File: src/rtl/bcd_countdown_timer.sv
// Two-digit BCD countdown timer. Counts down from a preset once per prescaled
// tick while count_enable is high, pauses with the partial tick kept, and stops at 00.
module bcd_countdown_timer #(
  parameter int unsigned CLK_DIV   = 100000000,
  parameter int unsigned INIT_TENS = 3,
  parameter int unsigned INIT_ONES = 0,
  parameter int unsigned DIV_W     = 27
) (
  input  logic       clk,
  input  logic       rst_n,
  input  logic       count_enable,
  input  logic       reload,
  output logic [3:0] digit_tens,
  output logic [3:0] digit_ones,
  output logic       tick,
  output logic       running,
  output logic       done
);

  typedef enum logic [1:0] {StHold, StRun, StDone} state_e;

  localparam logic [DIV_W-1:0] PrescMax = DIV_W'(CLK_DIV - 1);
  localparam logic [3:0]       InitTens = 4'(INIT_TENS);
  localparam logic [3:0]       InitOnes = 4'(INIT_ONES);

  state_e           state_q, state_d;
  logic [DIV_W-1:0] presc_q, presc_d;
  logic [3:0]       tens_q, tens_d;
  logic [3:0]       ones_q, ones_d;
  logic             tick_q, tick_d;
  logic             done_q, done_d;

  always_comb begin
    state_d = state_q;
    presc_d = presc_q;
    tens_d  = tens_q;
    ones_d  = ones_q;
    tick_d  = 1'b0;
    done_d  = done_q;

    if (reload) begin
      state_d = StHold;
      presc_d = '0;
      tens_d  = InitTens;
      ones_d  = InitOnes;
      done_d  = 1'b0;
    end else begin
      unique case (state_q)
        StHold: begin
          if (count_enable) state_d = StRun;
        end
        StRun: begin
          // Dropping enable freezes the prescaler, even at its terminal value.
          if (!count_enable) begin
            state_d = StHold;
          end else if (presc_q == PrescMax) begin
            presc_d = '0;
            tick_d  = 1'b1;
            if (ones_q != 4'd0) begin
              ones_d = ones_q - 4'd1;
            end else begin
              ones_d = 4'd9;
              tens_d = tens_q - 4'd1;
            end
            if (tens_q == 4'd0 && ones_q == 4'd1) begin
              state_d = StDone;
              done_d  = 1'b1;
            end
          end else begin
            presc_d = presc_q + DIV_W'(1);
          end
        end
        StDone: begin
          state_d = StDone;
        end
        default: begin
          state_d = StHold;
        end
      endcase
    end
  end

  // Reset is active-high and asynchronous despite the rst_n name.
  always_ff @(posedge clk or posedge rst_n) begin
    if (rst_n) begin
      state_q <= StHold;
      presc_q <= '0;
      tens_q  <= InitTens;
      ones_q  <= InitOnes;
      tick_q  <= 1'b0;
      done_q  <= 1'b0;
    end else begin
      state_q <= state_d;
      presc_q <= presc_d;
      tens_q  <= tens_d;
      ones_q  <= ones_d;
      tick_q  <= tick_d;
      done_q  <= done_d;
    end
  end

  assign digit_tens = tens_q;
  assign digit_ones = ones_q;
  assign tick       = tick_q;
  assign done       = done_q;
  assign running    = (state_q == StRun);

endmodule

File: config.mk
export PLATFORM = sky130hd
export DESIGN_NAME = bcd_countdown_timer
export DESIGN_NICKNAME = d
export VERILOG_FILES = /design/src/rtl/bcd_countdown_timer.sv
export SDC_FILE = /design/constraint.sdc
export NUM_CORES = 1
export LEC_CHECK = 0
export BUFFER_PORTS_ARGS = -buffer_cell sky130_fd_sc_hd__buf_2
export CAP_MARGIN = 20
export CELL_PAD_IN_SITES_DETAIL_PLACEMENT = 1
export CELL_PAD_IN_SITES_GLOBAL_PLACEMENT = 2
export CORE_ASPECT_RATIO = 1.4
export CORE_MARGIN = 2
export CORE_UTILIZATION = 38
export CTS_CLUSTER_SIZE = 28
export DETAILED_ROUTE_END_ITERATION = 10
export PLACE_DENSITY = 0.78
export SYNTH_ARGS = -nofsm -noshare
export SYNTH_HDL_FRONTEND = slang
export SYNTH_SLANG_ARGS = --single-unit
File: constraint.sdc
create_clock -name clk -period 2.6 [get_ports clk]
set_input_delay 0.52 -clock clk [delete_from_list [all_inputs] [get_ports clk]]
set_output_delay 0.52 -clock clk [all_outputs]
set_load 0.02 [all_outputs]
==> flow_results.org, run 1 <==
** Global route
- Entering global routing, the biggest net connects 40 pins.
- The via count of the first global-routing pass was roughly 2100.
- After global routing, the most crowded layer is met2.
- The initial antenna violation count was 0.
- For this run, global-route usage on met2 was measured as between 30% and 40%.
- After global routing the overflow that remains totals 0.
- In the global route stage, met1 resource usage came out at 26.6%.
- Global routing used a little over a fifth of the available tracks across all layers.
- For this run, global-route usage on met3 was measured as roughly 2.6%.
- Global-route wire length before repair :: ~12 mm

** Setup path
- R2R Path End :: digit_tens[1]
- Required time worst endpoint :: roughly 2800 ps
- The number of cells on the worst reg-to-reg path is 5.
- The worst register-to-register path begins at presc_q[9].
- The setup check on the worst reg-to-reg path leaves a slack of approximately 440 ps.
- Kind of end point of the critical path :: flip-flop
- Largest driver fanout on the critical path :: 8
- The critical path is of the reg -> reg type.
- STA classifies the critical path startpoint as a flip-flop.
- STA puts the critical path data arrival time at about 2400 ps.

** Drt
- The routed layout has a little over 2000 vias.
- Average vias per placed instance :: 5.95
- Average wire per cell in the routed design :: 19.3 um
- After detailed routing, the number of remaining DRC violations is 0.
- Summed over all layers, the routed wires come to about 6.7 mm.
- Drt pass-1 iters :: 4
- Once detail routing completed, the nets flagged for antenna violations numbered 0.
- The first routing iteration left between 80 and 90 violations.

** Finish
- The finished layout holds about 350 standard cells, fillers aside.
- Antenna Diode Count :: 0
- The area growth from synthesis to layout is 11.1%.
- After routing the design area is 0.00260 sq mm.
- Once layout is complete, the utilization of the core stands at between 40% and 50%.
- In the layout the commonest cells are sky130_fd_sc_hd__dfrtp_1, sky130_fd_sc_hd__nand2_1, sky130_fd_sc_hd__nor3_1.
- The library cell used most frequently in the layout, excluding fill and tap cells, is sky130_fd_sc_hd__dfrtp_1.
- Final net count :: approximately 280
- Share of layout cells above drive strength 1 :: between 10% and 20%

** Clock network
- TritonCTS Sinks :: 39
- Clk root buf :: sky130_fd_sc_hd__clkbuf_8
- CTS HTree Levels :: 2
- Maximum buffer depth of the clock tree :: 2
- Total clock buffers created by CTS :: 5
- Postcts setup bufs :: 0
- Clock-pin slew was measured on the worst setup and hold paths at around 80 ps.
- CTS tree :: yes
- For the worst-skew pair, the clock arrives at the later sink with an insertion delay of approximately 290 ps.
- Hold repair after CTS inserted 0 buffers.
- CTS-repair resized insts :: 0

** Status
- The run finished with clean final reports.

** Yosys
- The cell area that synthesis handed to floorplanning was 0.00234 sq mm.
- Synthesis produced between 200 and 300 cells.
- Number of synthesized register bits :: 39
- Number of distinct library cell variants in the gate-level netlist after synthesis :: between 50 and 60
- Number of synthesized flops with an enable pin :: 0
- Number of nets in the synthesized netlist :: between 200 and 300
- Sequential cell area fraction in the yosys report :: a little over two fifths
- The most used flip-flop cell after synthesis is sky130_fd_sc_hd__dfrtp_1.
- For this run, asynchronously set or reset flops after synthesis account for between 90% and 100%.
- After synthesis, the mean cell area works out to approximately 9.1 sq um.
- Yosys printed 0 warnings.

** Timing
- Setup repair after global routing left no endpoint under its margin.
- Relative max-transition margin :: 50.7%
- Based on the critical path, the design can be clocked at up to 463 MHz.
- Sum of negative setup slack :: 0 ps
- For the pin with the worst max-slew slack, the measured transition is 730 ps.
- The number of hold violations in the final report came to 0.
- Between clock sinks in the finished design, the worst skew comes to 5.49 ps.
- Final count of negative-setup-slack endpoints :: 0
- Max-slew violation count :: 0
- Counting I/O delays and the setup requirement, the final critical path takes 2160 ps.
- Period utilisation layout :: a little over 80%

** Floorplan
- IO Count :: 15
- Die outline width :: roughly 70 um
- Row count :: 33
- The total area inside the core boundary comes to 0.00590 sq mm.
- Measured along the y axis, the die boundary spans between 90 and 100 um.
- Starting utilization of the core area :: about two fifths
- Area of the die :: between 0.006 and 0.007 sq mm

** Pwr
- For this design the static power due to leakage is approximately 1.1 nW.
- P_sw :: approximately 260 uW
- Worst vdd ir :: ~0.00026 V
- Net switching is 23.4% of the power.
- Internal :: 861 uW
- Per report_power, the combinational group accounts for 4.4% of the total.
- Power Density :: roughly 430 mW/mm^2
- Clk pwr share :: slightly above 40%
- Sequential share of power :: 54.2%

** Placed design
- RePlAce Congestion :: roughly 0.78
- Count of input and output buffers :: 14
- In this run the cell area measured after placement is roughly 0.0025 sq mm.
- Half-perimeter wire length after placement :: between 4 and 5 mm
- Counting tap cells, the placed design contains a total of approximately 340 instances.

** Hold path
- Path category of the worst min-delay check :: in -> async

** Run
- Max-cap viol count :: 0
power by group through the flow:
stage	clock, mW	combinational, mW	sequential [mW]
final	0.465	0.0489	0.610
after global routing	0.505	0.0549	0.610
after CTS	0.481	0.0506	0.610
after detailed placement	0	0.0506	0.622
after global placement	0	0.0499	0.622
after floorplan	0	0.0297	0.621
worst max path at each step:
stage | end | depth (start not counted) | from
global placement | digit_tens[1] | 5 | presc_q[9]
global route | digit_tens[3] | 6 | presc_q[1]
finish | digit_tens[1] | 5 | presc_q[9]
floorplan | presc_q[3] | 7 | presc_q[0]
detailed placement | digit_tens[1] | 5 | presc_q[9]
CTS | digit_tens[1] | 5 | presc_q[9]
synthesized netlist by cell type, types with 3 or more instances:
cell | count | area share [%]
sky130_fd_sc_hd__dfrtp_1 | 37 | 40
sky130_fd_sc_hd__nand2_1 | 24 | 3.8
sky130_fd_sc_hd__nor3_1 | 21 | 4.5
sky130_fd_sc_hd__nor2_1 | 16 | 2.6
sky130_fd_sc_hd__nand3_1 | 14 | 3.0
sky130_fd_sc_hd__a21oi_1 | 12 | 2.6
sky130_fd_sc_hd__nand4_1 | 11 | 2.9
sky130_fd_sc_hd__nor4_1 | 10 | 2.7
sky130_fd_sc_hd__o21ai_0 | 10 | 2.1
sky130_fd_sc_hd__inv_1 | 9 | 1.4
sky130_fd_sc_hd__xnor2_1 | 9 | 3.4
sky130_fd_sc_hd__clkbuf_1 | 7 | 1.1
sky130_fd_sc_hd__ha_1 | 6 | 3.2
sky130_fd_sc_hd__and3_1 | 5 | 1.3
sky130_fd_sc_hd__or4_1 | 5 | 1.6
sky130_fd_sc_hd__xor2_1 | 4 | 1.5
sky130_fd_sc_hd__a31oi_1 | 3 | 0.80
sky130_fd_sc_hd__buf_2 | 3 | 0.64
sky130_fd_sc_hd__nor2b_1 | 3 | 0.80
sky130_fd_sc_hd__nor4b_1 | 3 | 1.1
registers in the layout (all words and copies together) (netlist names):
signal	flops
digit_ones	4
digit_tens	4
done	1
presc_q	27
state_q	2
tick	1
critical path, stage by stage, from the launching register on:
cell and delay [ps]:
sky130_fd_sc_hd__dfrtp_1 470, sky130_fd_sc_hd__nor4b_2 340, sky130_fd_sc_hd__nand4_1 220, sky130_fd_sc_hd__nor4_1 600
sky130_fd_sc_hd__mux2_2 400, sky130_fd_sc_hd__nand2_1 70
per-layer routing:
layer  share of wire [%]  vias up
met5                   0        -
met2                  53       17
li1                    -      983
met3                 1.4        7
met1                  44     1047
met4                 1.3        0
through the flow:
stage	hold slack [ps]	power, mW	worst slack [ps]
2_1_floorplan	475	0.651	731
5_1_grt	422	1.17	244
6_report	340	1.12	439
3_5_place_dp	487	0.672	436
3_3_place_gp	477	0.672	454
4_1_cts	361	1.14	415
logic make-up (layout without fill, tap and decap cells):
group,after synthesis,after routing,synth area share [%]
simple gates,132,132,33.1
mux,3,3,1.39
flops,39,39,41.8
compound gates,43,43,11.8
fa+ha+maj,6,6,3.21
xor+xnor,13,13,4.86
buf+inv,21,39,3.90
area by class of cell:
cell class,instances,area (sq um)
Clock buffer,8,100
Fill cell,692,3300
Inverter,9,33.8
Multi-Input combinational cell,197,1270
Sequential cell,39,978
Tap cell,70,87.6
Timing Repair Buffer,22,130
(Power assumes the default switching activity.)
==> run 2, diff against run 1 <==
- ABC_AREA: not set -> 1
- CORE_UTILIZATION: 38 -> 31
- PLACE_DENSITY: 0.78 -> 0.73
- clock period: 2.6 -> 1.8 ns (I/O delays scaled with it)
==> run 2 against run 1 <==
  * Area after synthesis is 1.2% higher
  * Wire length increased by 8.0%
  * Highest routed layer unchanged
  * Core utilization down 4.9 points
  * Power is 78% higher
  * Fmax is 27% higher
  * Sequential power up 67%
  * Final cell count is 36% higher
  * Hold slack worse by 170 ps
  * Clock skew rose by 3.6 ps
  * Via count up 12%
  * Critical path depth is 5 higher
  * Clock power up 30%
==> flow_results.org, run 2 <==
** Clock network
- Maximum buffer depth of the clock tree :: 2 (unchanged)
- TritonCTS Sinks :: 39 (unchanged)
- The clock tree from TritonCTS is yes (unchanged).
- The number of H-tree branching levels is 2 (unchanged).
- The library cell used as clock root buffer is sky130_fd_sc_hd__clkbuf_8 (unchanged).
- Total clock buffers created by CTS :: 5 (unchanged)
- The clock transition time at the flip-flop clock pins of the worst setup and hold paths came to 80 ps (about the same).
- The number of buffers inserted for hold repair after clock tree synthesis is 0 (unchanged).
- Skew-Pair Late Insertion Delay :: 310 ps (was 290 ps)

** Timing
- The shortest clock period the worst path allows after layout is 1700 ps (was 2160 ps).
- The worst setup skew after layout came to 9.05 ps (was 5.49 ps).
- The pin slew with the least headroom to its limit was 533 ps (was 730 ps).
- Smallest setup slack after layout :: 101 ps (was 439 ps)
- Upper clock frequency limit :: 588 MHz (was 463 MHz)
- Sum of negative setup slack :: 0 ps (unchanged)
- Worst Hold Margin :: 172 ps (was 340 ps)
- Relative max-transition margin :: 64.5% (was 50.7%)
- The final number of setup-violating endpoints was 0 (unchanged).
- The final max-slew violation count was 0 (unchanged).
- Final hold violation count :: 0 (unchanged)
- Period utilisation layout :: 94.4% (was 83.1%)

** Setup path
- The required time of the critical path was 2040 ps (was 2840 ps).
- The startpoint of the worst-slack reg-to-reg timing path was presc_q[0] (was presc_q[9]).
- Register-to-register path setup slack :: 100 ps (was 440 ps)
- Largest driver fanout on the critical path :: 8 (unchanged)
- Startpoint type of the worst setup path :: flip-flop (unchanged)
- The capture point of the worst reg-to-reg path is digit_tens[2] (was digit_tens[1]).
- Kind of end point of the critical path :: flip-flop (unchanged)
- Type of the setup path with the least slack :: reg -> reg (unchanged)
- Worst r2r path cells :: 10 (was 5)
- Endpoint arrival time on the critical path :: 1940 ps (was 2400 ps)

** Yosys
- The yosys synthesis warning count was 0 (unchanged).
- Synth top area cells: sky130_fd_sc_hd__dfrtp_1, sky130_fd_sc_hd__nand2_1, sky130_fd_sc_hd__nor2_1, sky130_fd_sc_hd__inv_1, sky130_fd_sc_hd__nand3_1 (was sky130_fd_sc_hd__dfrtp_1, sky130_fd_sc_hd__nor3_1, sky130_fd_sc_hd__nand2_1, sky130_fd_sc_hd__xnor2_1, sky130_fd_sc_hd__ha_1).
- The synthesized area came to 0.00237 sq mm (was 0.00234 sq mm).
- Top-count cell post-synth :: sky130_fd_sc_hd__nand2_1 (was sky130_fd_sc_hd__dfrtp_1)
- Sequential cell area fraction in the yosys report :: 41.3% (was 41.8%)
- Cell type contributing the most total cell area after synthesis :: sky130_fd_sc_hd__dfrtp_1 (unchanged)
- Syn_area_per_cell :: 7.20 sq um (was 9.11 sq um)
- The register bit total from synthesis came to 39 (unchanged).
- The most frequently used flop master after synthesis is sky130_fd_sc_hd__dfrtp_1 (unchanged).
- Number of synthesized flops with an enable pin :: 0 (unchanged)
- Most instantiated cells after synthesis: sky130_fd_sc_hd__nand2_1, sky130_fd_sc_hd__nor2_1, sky130_fd_sc_hd__inv_1 (was sky130_fd_sc_hd__dfrtp_1, sky130_fd_sc_hd__nand2_1, sky130_fd_sc_hd__nor3_1).
- The instance count of the mapped netlist is 329 (was 257).
- The distinct cell type count after synthesis came to 25 (was 52).
- Number of nets in the synthesized netlist :: 339 (was 267)
- The share of synthesized flip-flops with an asynchronous set or reset was 100% (unchanged).
- The area share of the leading cell type in the synthesized netlist came to 39.1% (was 39.6%).

** Hold path
- Path category of the worst min-delay check :: in -> async (unchanged)

** Drt
- The residual DRC count was 0 (unchanged).
- Average vias per placed instance :: 4.89 (was 5.95)
- DR vias :: 2294 (was 2054)
- The routed length per instance came to 15.3 um (was 19.3 um).
- The iteration-0 DRC count of the detailed router is 90 (was 88).
- Remaining antenna violation count :: 0 (unchanged)
- The detailed-router iteration count before antenna repair came to 4 (unchanged).
- The post-detailed-routing wire length came to 7.18 mm (was 6.65 mm).

** Placed design
- The HPWL reported at the end of detailed placement was 5.49 mm (was 4.72 mm).
- Worst slack at placement :: -25.3 ps (was 436 ps)
- The count of port buffers added during placement was 14 (unchanged).
- The final estimated routing congestion in global placement is 0.810 (was 0.780).

** Pwr
- Leak pwr :: 1.30 nW (was 1.07 nW)
- Switching part of the total power :: 32.5% (was 23.4%)
- The power share of the combinational group came to 19.1% (was 4.4%).
- Sequential share of power :: 50.7% (was 54.2%)
- Internal :: 1.35 mW (was 861 uW)
- Worst vdd ir :: 0.000501 V (was 0.000264 V)
- Power Density :: 694 mW/mm^2 (was 432 mW/mm^2)
- The total power came to 2.00 mW (was 1.12 mW).
- The switching power was 651 uW (was 263 uW).
- The clock network fraction of total power came to 30.2% (was 41.4%).

** Finish
- Most common library cell in the layout ignoring fill and taps :: sky130_fd_sc_hd__nand2_1 (was sky130_fd_sc_hd__dfrtp_1)
- The antenna cell count was 0 (unchanged).
- The post-layout utilization of the core is 39.2% (was 44.1%).
- Final net count :: 381 (was 284)
- Share of layout cells above drive strength 1 :: 19.4% (was 16.4%)
- Commonest cells after routing, fill and taps aside :: sky130_fd_sc_hd__nand2_1, sky130_fd_sc_hd__nor2_1, sky130_fd_sc_hd__inv_1 (was sky130_fd_sc_hd__dfrtp_1, sky130_fd_sc_hd__nand2_1, sky130_fd_sc_hd__nor3_1)
- The area of combinational cells with multiple inputs is 0.00128 sq mm (was 0.00127 sq mm).
- The number of fill cells was 933 (was 692).
- The register name with the most flops is presc_q (unchanged).
- The register area came to 981 sq um (was 978 sq um).
- Max reg flops :: 27 (unchanged)
- Synthesis-to-layout area growth :: 21.8% (was 11.1%)

** Floorplan
- Row count :: 37 (was 33)
- The initial core utilization came to 32.2% (was 39.6%).
- Area of the die :: 0.00837 sq mm (was 0.00681 sq mm)
- IO Count :: 15 (unchanged)
- The die outline width came to 77.9 um (was 70.3 um).
- Core area :: 0.00736 sq mm (was 0.00590 sq mm)
- Chip height :: 107 um (was 96.9 um)

** Global route
- The via count of the first global-routing pass is 2476 (was 2147).
- The remaining global-route overflow is 0 (unchanged).
- The aggregate global-route resource usage is 18.8% (was 20.9%).
- Pin count of the biggest net entering global routing :: 40 (unchanged)
- Global-route wire length before repair :: 12.1 mm (was 11.5 mm)
- Antenna violations before repair :: 0 (unchanged)

** Run
- The count of maximum capacitance violations came to 0 (unchanged).

** Status
- Status :: completed (unchanged)
run 2: cell count changes in the layout (fill, tap and decap cells not counted), sizes merged, moves of 4 or more:
cell	delta
nand2	+54
nor2	+48
inv	+33
buf	+16
nand3	+12
nor4	-11
and3	-7
and4	-5
or4	-5
nor3	-4
nor4b	-4
run 2: cells by family (layout without fill, tap and decap cells):
group / Yosys count / in the layout / share of synthesized area [%]
flip-flops: 39 / 39 / 41.3
AND/OR/NAND/NOR: 206 / 206 / 39.0
XOR/XNOR: 10 / 10 / 3.70
adder cells (fa/ha/maj): 6 / 6 / 3.17
AO/OA/AOI/OAI: 23 / 23 / 5.17
buffers and inverters: 45 / 88 / 7.66
run 2: cell type report:
class,instances,area share [%]
multi-input combinational,245,44.5
tap,97,4.21
timing repair buffer,38,8.93
clock buffer,8,2.78
inverter,42,5.55
sequential,39,34.0
run 2: power groups by stage:
| stage | clock [mW] | combinational (mW) | sequential, mW |
|---|---|---|---|
| final | 0.605 | 0.383 | 1.02 |
| after global routing | 0.651 | 0.436 | 1.03 |
| after CTS | 0.619 | 0.378 | 1.01 |
| after detailed placement | 0 | 0.378 | 1.02 |
| after global placement | 0 | 0.362 | 1.02 |
| after floorplan | 0 | 0.205 | 1.06 |
run 2: how the worst max path moves through the flow:
stage / slack (ps) / depth (start not counted) / from / endpoint
4_1_cts: -20 / 10 / presc_q[0] / digit_tens[2]
5_1_grt: -20 / 9 / presc_q[15] / digit_tens[2]
3_3_place_gp: 80 / 10 / presc_q[0] / presc_q[21]
6_report: 100 / 10 / presc_q[0] / digit_tens[2]
2_1_floorplan: 310 / 6 / digit_ones[0] / digit_ones[1]
3_5_place_dp: -30 / 10 / presc_q[0] / presc_q[0]
run 2: what timing repair did:
action	4_1_cts	5_1_grt
setup endpoints to repair	11	37
setup buffers	0	5
pin swaps	0	4
resized for setup	1	21
run 2: worst max-delay path: stages (launching register included):
cell,delay [ps]
sky130_fd_sc_hd__dfrtp_1,440
sky130_fd_sc_hd__ha_4,180
sky130_fd_sc_hd__nand3_4,90
sky130_fd_sc_hd__inv_4,100
sky130_fd_sc_hd__nand2_2,80
sky130_fd_sc_hd__nor2_4,130
sky130_fd_sc_hd__nand2_4,90
sky130_fd_sc_hd__o21ai_4,220
sky130_fd_sc_hd__buf_6,170
sky130_fd_sc_hd__nand3_1,70
sky130_fd_sc_hd__nand2_1,60
run 2: per-layer routing:
metal / GRT usage, % / vias to the layer above / part of all wire (%)
met4: 8.27 / 0 / 2.6
li1: - / 1135 / -
met5: 0 / - / 0
met3: 2.94 / 14 / 1.7
met1: 21.7 / 1121 / 41
met2: 33.9 / 24 / 54
run 2: stage by stage:
stage	cells	instance area, sq um
floorplan	329	2370
global placement	456	2680
detailed placement	456	2680
CTS	464	2760
global route	469	2890
finish	469	2890
==> run 3, diff against run 2 <==
- PLACE_DENSITY: 0.73 -> not set
- PLACE_DENSITY_LB_ADDON: not set -> 0.1
==> run 3 against run 2 <==
  * Via count about the same
  * Sequential power about the same
  * Combinational power increased by 1%
  * First-iteration DRC count decreased by 11%
  * Fmax increased by 0.12%
  * Highest routed layer unchanged
  * Global-route usage increased by 0.42 points
==> flow_results.org, run 3 (synthesis gave the netlist of run 2 again) <==
** Status
- Status :: completed (unchanged)

** Drt
- Average vias per placed instance :: 4.86 (was 4.89)
- The detailed-routing wirelength on met1 is 3.11 mm (was 2.97 mm).
- Detailed-routed wire length on met2 :: 3.85 mm (was 3.90 mm)
- The number of nets still failing antenna checks after routing was 0 (unchanged).
- The total via count after detailed routing is 2293 (was 2294).
- Final routed wirelength across all metal layers :: 7.19 mm (was 7.18 mm)
- The iteration-0 DRC count of the detailed router came to 80 (was 90).
- Sum of met3 wire segment lengths after detailed routing :: 125 um (was 124 um)
- Drt pass-1 iters :: 4 (unchanged)
- DR top layer :: met4 (unchanged)
- Average wire per cell in the routed design :: 15.2 um (was 15.3 um)
- Remaining routing DRC violations :: 0 (unchanged)

** Setup path
- Largest driver fanout on the critical path :: 7 (was 8)
- Register-to-register path setup slack :: 100 ps (about the same)
- Endpoint arrival time on the critical path :: 1940 ps (about the same)
- The sort of element at the start of the critical path was a flip-flop (unchanged).
- The required time of the critical path was 2040 ps (about the same).
- The startpoint of the worst-slack reg-to-reg timing path was presc_q[0] (unchanged).
- The capture point of the worst reg-to-reg path was digit_tens[1] (was digit_tens[2]).
- The depth of the worst register-to-register path is 10 (unchanged).
- The termination of the worst setup path is digit_tens[1] (was digit_tens[2]).
- Type of the setup path with the least slack :: reg -> reg (unchanged)
- The startpoint of the most critical setup path was presc_q[0] (unchanged).
- Kind of end point of the critical path :: flip-flop (unchanged)

** Timing
- Final hold violation count :: 0 (unchanged)
- The final number of setup-violating endpoints came to 0 (unchanged).
- The worst relative slew slack came to 64.1% (was 64.5%).
- Upper clock frequency limit :: 589 MHz (was 588 MHz)
- Period utilisation layout :: 94.3% (was 94.4%)
- Smallest setup slack after layout :: 103 ps (was 101 ps)
- Setup repair after global routing could not meet its margin everywhere.
- The worst setup skew after layout came to 9.08 ps (was 9.05 ps).
- Final critical delay including setup and external delays :: 1700 ps (about the same)
- The tightest hold margin is 178 ps (was 172 ps).
- Sum of negative setup slack :: 0 ps (unchanged)
- Max-slew violation count :: 0 (unchanged)
- Worst Max-Slew Pin Slew :: 538 ps (was 533 ps)

** Floorplan
- Row count :: 37 (unchanged)
- Die outline width :: 77.9 um (unchanged)
- The number of top-level pins came to 15 (unchanged).
- The floorplan core area was 0.00736 sq mm (unchanged).
- The initial core utilization is 32.2% (unchanged).
- Chip height :: 107 um (unchanged)
- Area of the die :: 0.00837 sq mm (unchanged)

** Placed design
- Half-perimeter wire length after placement :: 5.49 mm (about the same)
- Number of instances in the placed design :: 457 (was 456)
- Worst slack at placement :: -84.5 ps (was -25.3 ps)
- Post-placement cell area :: 0.00270 sq mm (was 0.00268 sq mm)
- The final estimated routing congestion in global placement was 0.786 (was 0.810).
- The count of port buffers added during placement is 14 (unchanged).

** Clock network
- Skew-Pair Late Insertion Delay :: 300 ps (was 310 ps)
- Worst-path clk slew :: 80 ps (about the same)
- The buffer levels on the longest clock path came to 2 (unchanged).
- The library cell used as clock root buffer is sky130_fd_sc_hd__clkbuf_8 (unchanged).
- The number of H-tree branching levels is 2 (unchanged).
- TritonCTS Sinks :: 39 (unchanged)
- CTS tree :: yes (unchanged)
- The number of buffers inserted for hold repair after clock tree synthesis was 0 (unchanged).
- The number of buffers inserted during clock tree synthesis is 5 (unchanged).

** Finish
- Final Core Density :: 40.0% (was 39.2%)
- Final net count :: 384 (was 381)
- The synthesis-to-finish area growth is 24.3% (was 21.8%).
- The flip-flop count of the largest register, all copies and words added is 27 (unchanged).
- Register ranked first by flip-flop count :: presc_q (unchanged)
- The register area came to 981 sq um (unchanged).
- The number of fill cells is 950 (was 933).
- Antenna Diode Count :: 0 (unchanged)
- Cell area after layout :: 0.00295 sq mm (was 0.00289 sq mm)
- The area of combinational cells with multiple inputs is 0.00128 sq mm (about the same).
- The most common cell after layout, fill and taps aside is sky130_fd_sc_hd__nand2_1 (unchanged).
- The final cell count without fillers was 472 (was 469).
- The fraction of final layout cells sized beyond drive strength 1 came to 21.9% (was 19.4%).
- Commonest cells after routing, fill and taps aside: sky130_fd_sc_hd__nand2_1, sky130_fd_sc_hd__nor2_1, sky130_fd_sc_hd__inv_1 (unchanged).

** Global route
- The pin count of the biggest net entering global routing is 40 (unchanged).
- Total track usage :: 19.2% (was 18.8%)
- The initial antenna violation count is 0 (unchanged).
- The first-pass GRT wire length was 12.3 mm (was 12.1 mm).
- Total overflow reported by the global router :: 0 (unchanged)
- Via count of the first global-routing pass :: 2481 (was 2476)

** Pwr
- The power share of the combinational group was 18.8% (was 19.1%).
- The clock network fraction of total power is 32.4% (was 30.2%).
- The fraction of power spent switching nets was 30.5% (was 32.5%).
- The sequential cell fraction of total power came to 48.8% (was 50.7%).
- The leakage power of the design was 1.33 nW (was 1.30 nW).
- The worst vdd rail ir drop is 0.000494 V (was 0.000501 V).
- The total power density per cell area is 701 mW/mm^2 (was 694 mW/mm^2).
- The total power was 2.07 mW (was 2.00 mW).
- The switching power was 629 uW (was 651 uW).
- The total internal power was 1.44 mW (was 1.35 mW).

** Hold path
- The classification of the worst-slack hold path was in -> async (unchanged).

** Run
- The count of maximum capacitance violations is 0 (unchanged).
==> run 3: cell types whose count changed in the layout (fill, tap and decap cells not counted), sizes merged <==
| cell | previous run | this run |
|---|---|---|
| clkbuf | 8 | 9 |
| inv | 42 | 41 |
| clkinv | 0 | 1 |
| buf | 38 | 40 |
==> run 3: area by class of cell <==
| class | instances | share of cell area (%) |
|---|---|---|
| clock buffers | 8 | 3.40 |
| inverters | 42 | 5.35 |
| multi-input cells | 245 | 43.4 |
| flip-flops and latches | 39 | 33.3 |
| well taps | 97 | 4.12 |
| repair buffers | 41 | 10.4 |
==> run 3: worst min path at each step <==
stage / start / to
global route: rst_n / presc_q[24]
finish: rst_n / presc_q[24]
global placement: digit_tens[1] / digit_tens[1]
CTS: rst_n / presc_q[5]
detailed placement: digit_tens[1] / digit_tens[1]
floorplan: reload / done
==> run 3: routing by layer <==
metal	vias up	global-route usage [%]
met5	-	0
met4	0	6.02
met3	5	3.27
met2	18	35.7
met1	1121	22.2
li1	1149	-
==> run 3: power groups by stage <==
| stage | registers [mW] | logic, mW | clock network (mW) |
|---|---|---|---|
| 6_report | 1.01 | 0.388 | 0.669 |
| 4_1_cts | 1.01 | 0.384 | 0.697 |
| 3_5_place_dp | 1.02 | 0.384 | 0 |
| 2_1_floorplan | 1.06 | 0.205 | 0 |
| 5_1_grt | 1.02 | 0.444 | 0.727 |
| 3_3_place_gp | 1.02 | 0.371 | 0 |
==> run 3: worst max-delay path, cell delays in order, from the launching register on <==
cell and delay (ps):
sky130_fd_sc_hd__dfrtp_1 400, sky130_fd_sc_hd__ha_2 210, sky130_fd_sc_hd__nand3_2 90, sky130_fd_sc_hd__inv_2 90, sky130_fd_sc_hd__nand2_2 80, sky130_fd_sc_hd__nor2_4 120
sky130_fd_sc_hd__nand2_4 90, sky130_fd_sc_hd__o21ai_4 250, sky130_fd_sc_hd__buf_12 160, sky130_fd_sc_hd__nand3_1 70, sky130_fd_sc_hd__nand2_1 70
==> run 3: repair_timing <==
action,CTS,global route
pin swaps,0,8
endpoints found under the setup margin,7,35
cloned,0,1
gates resized for setup,1,21
setup buffers,0,6
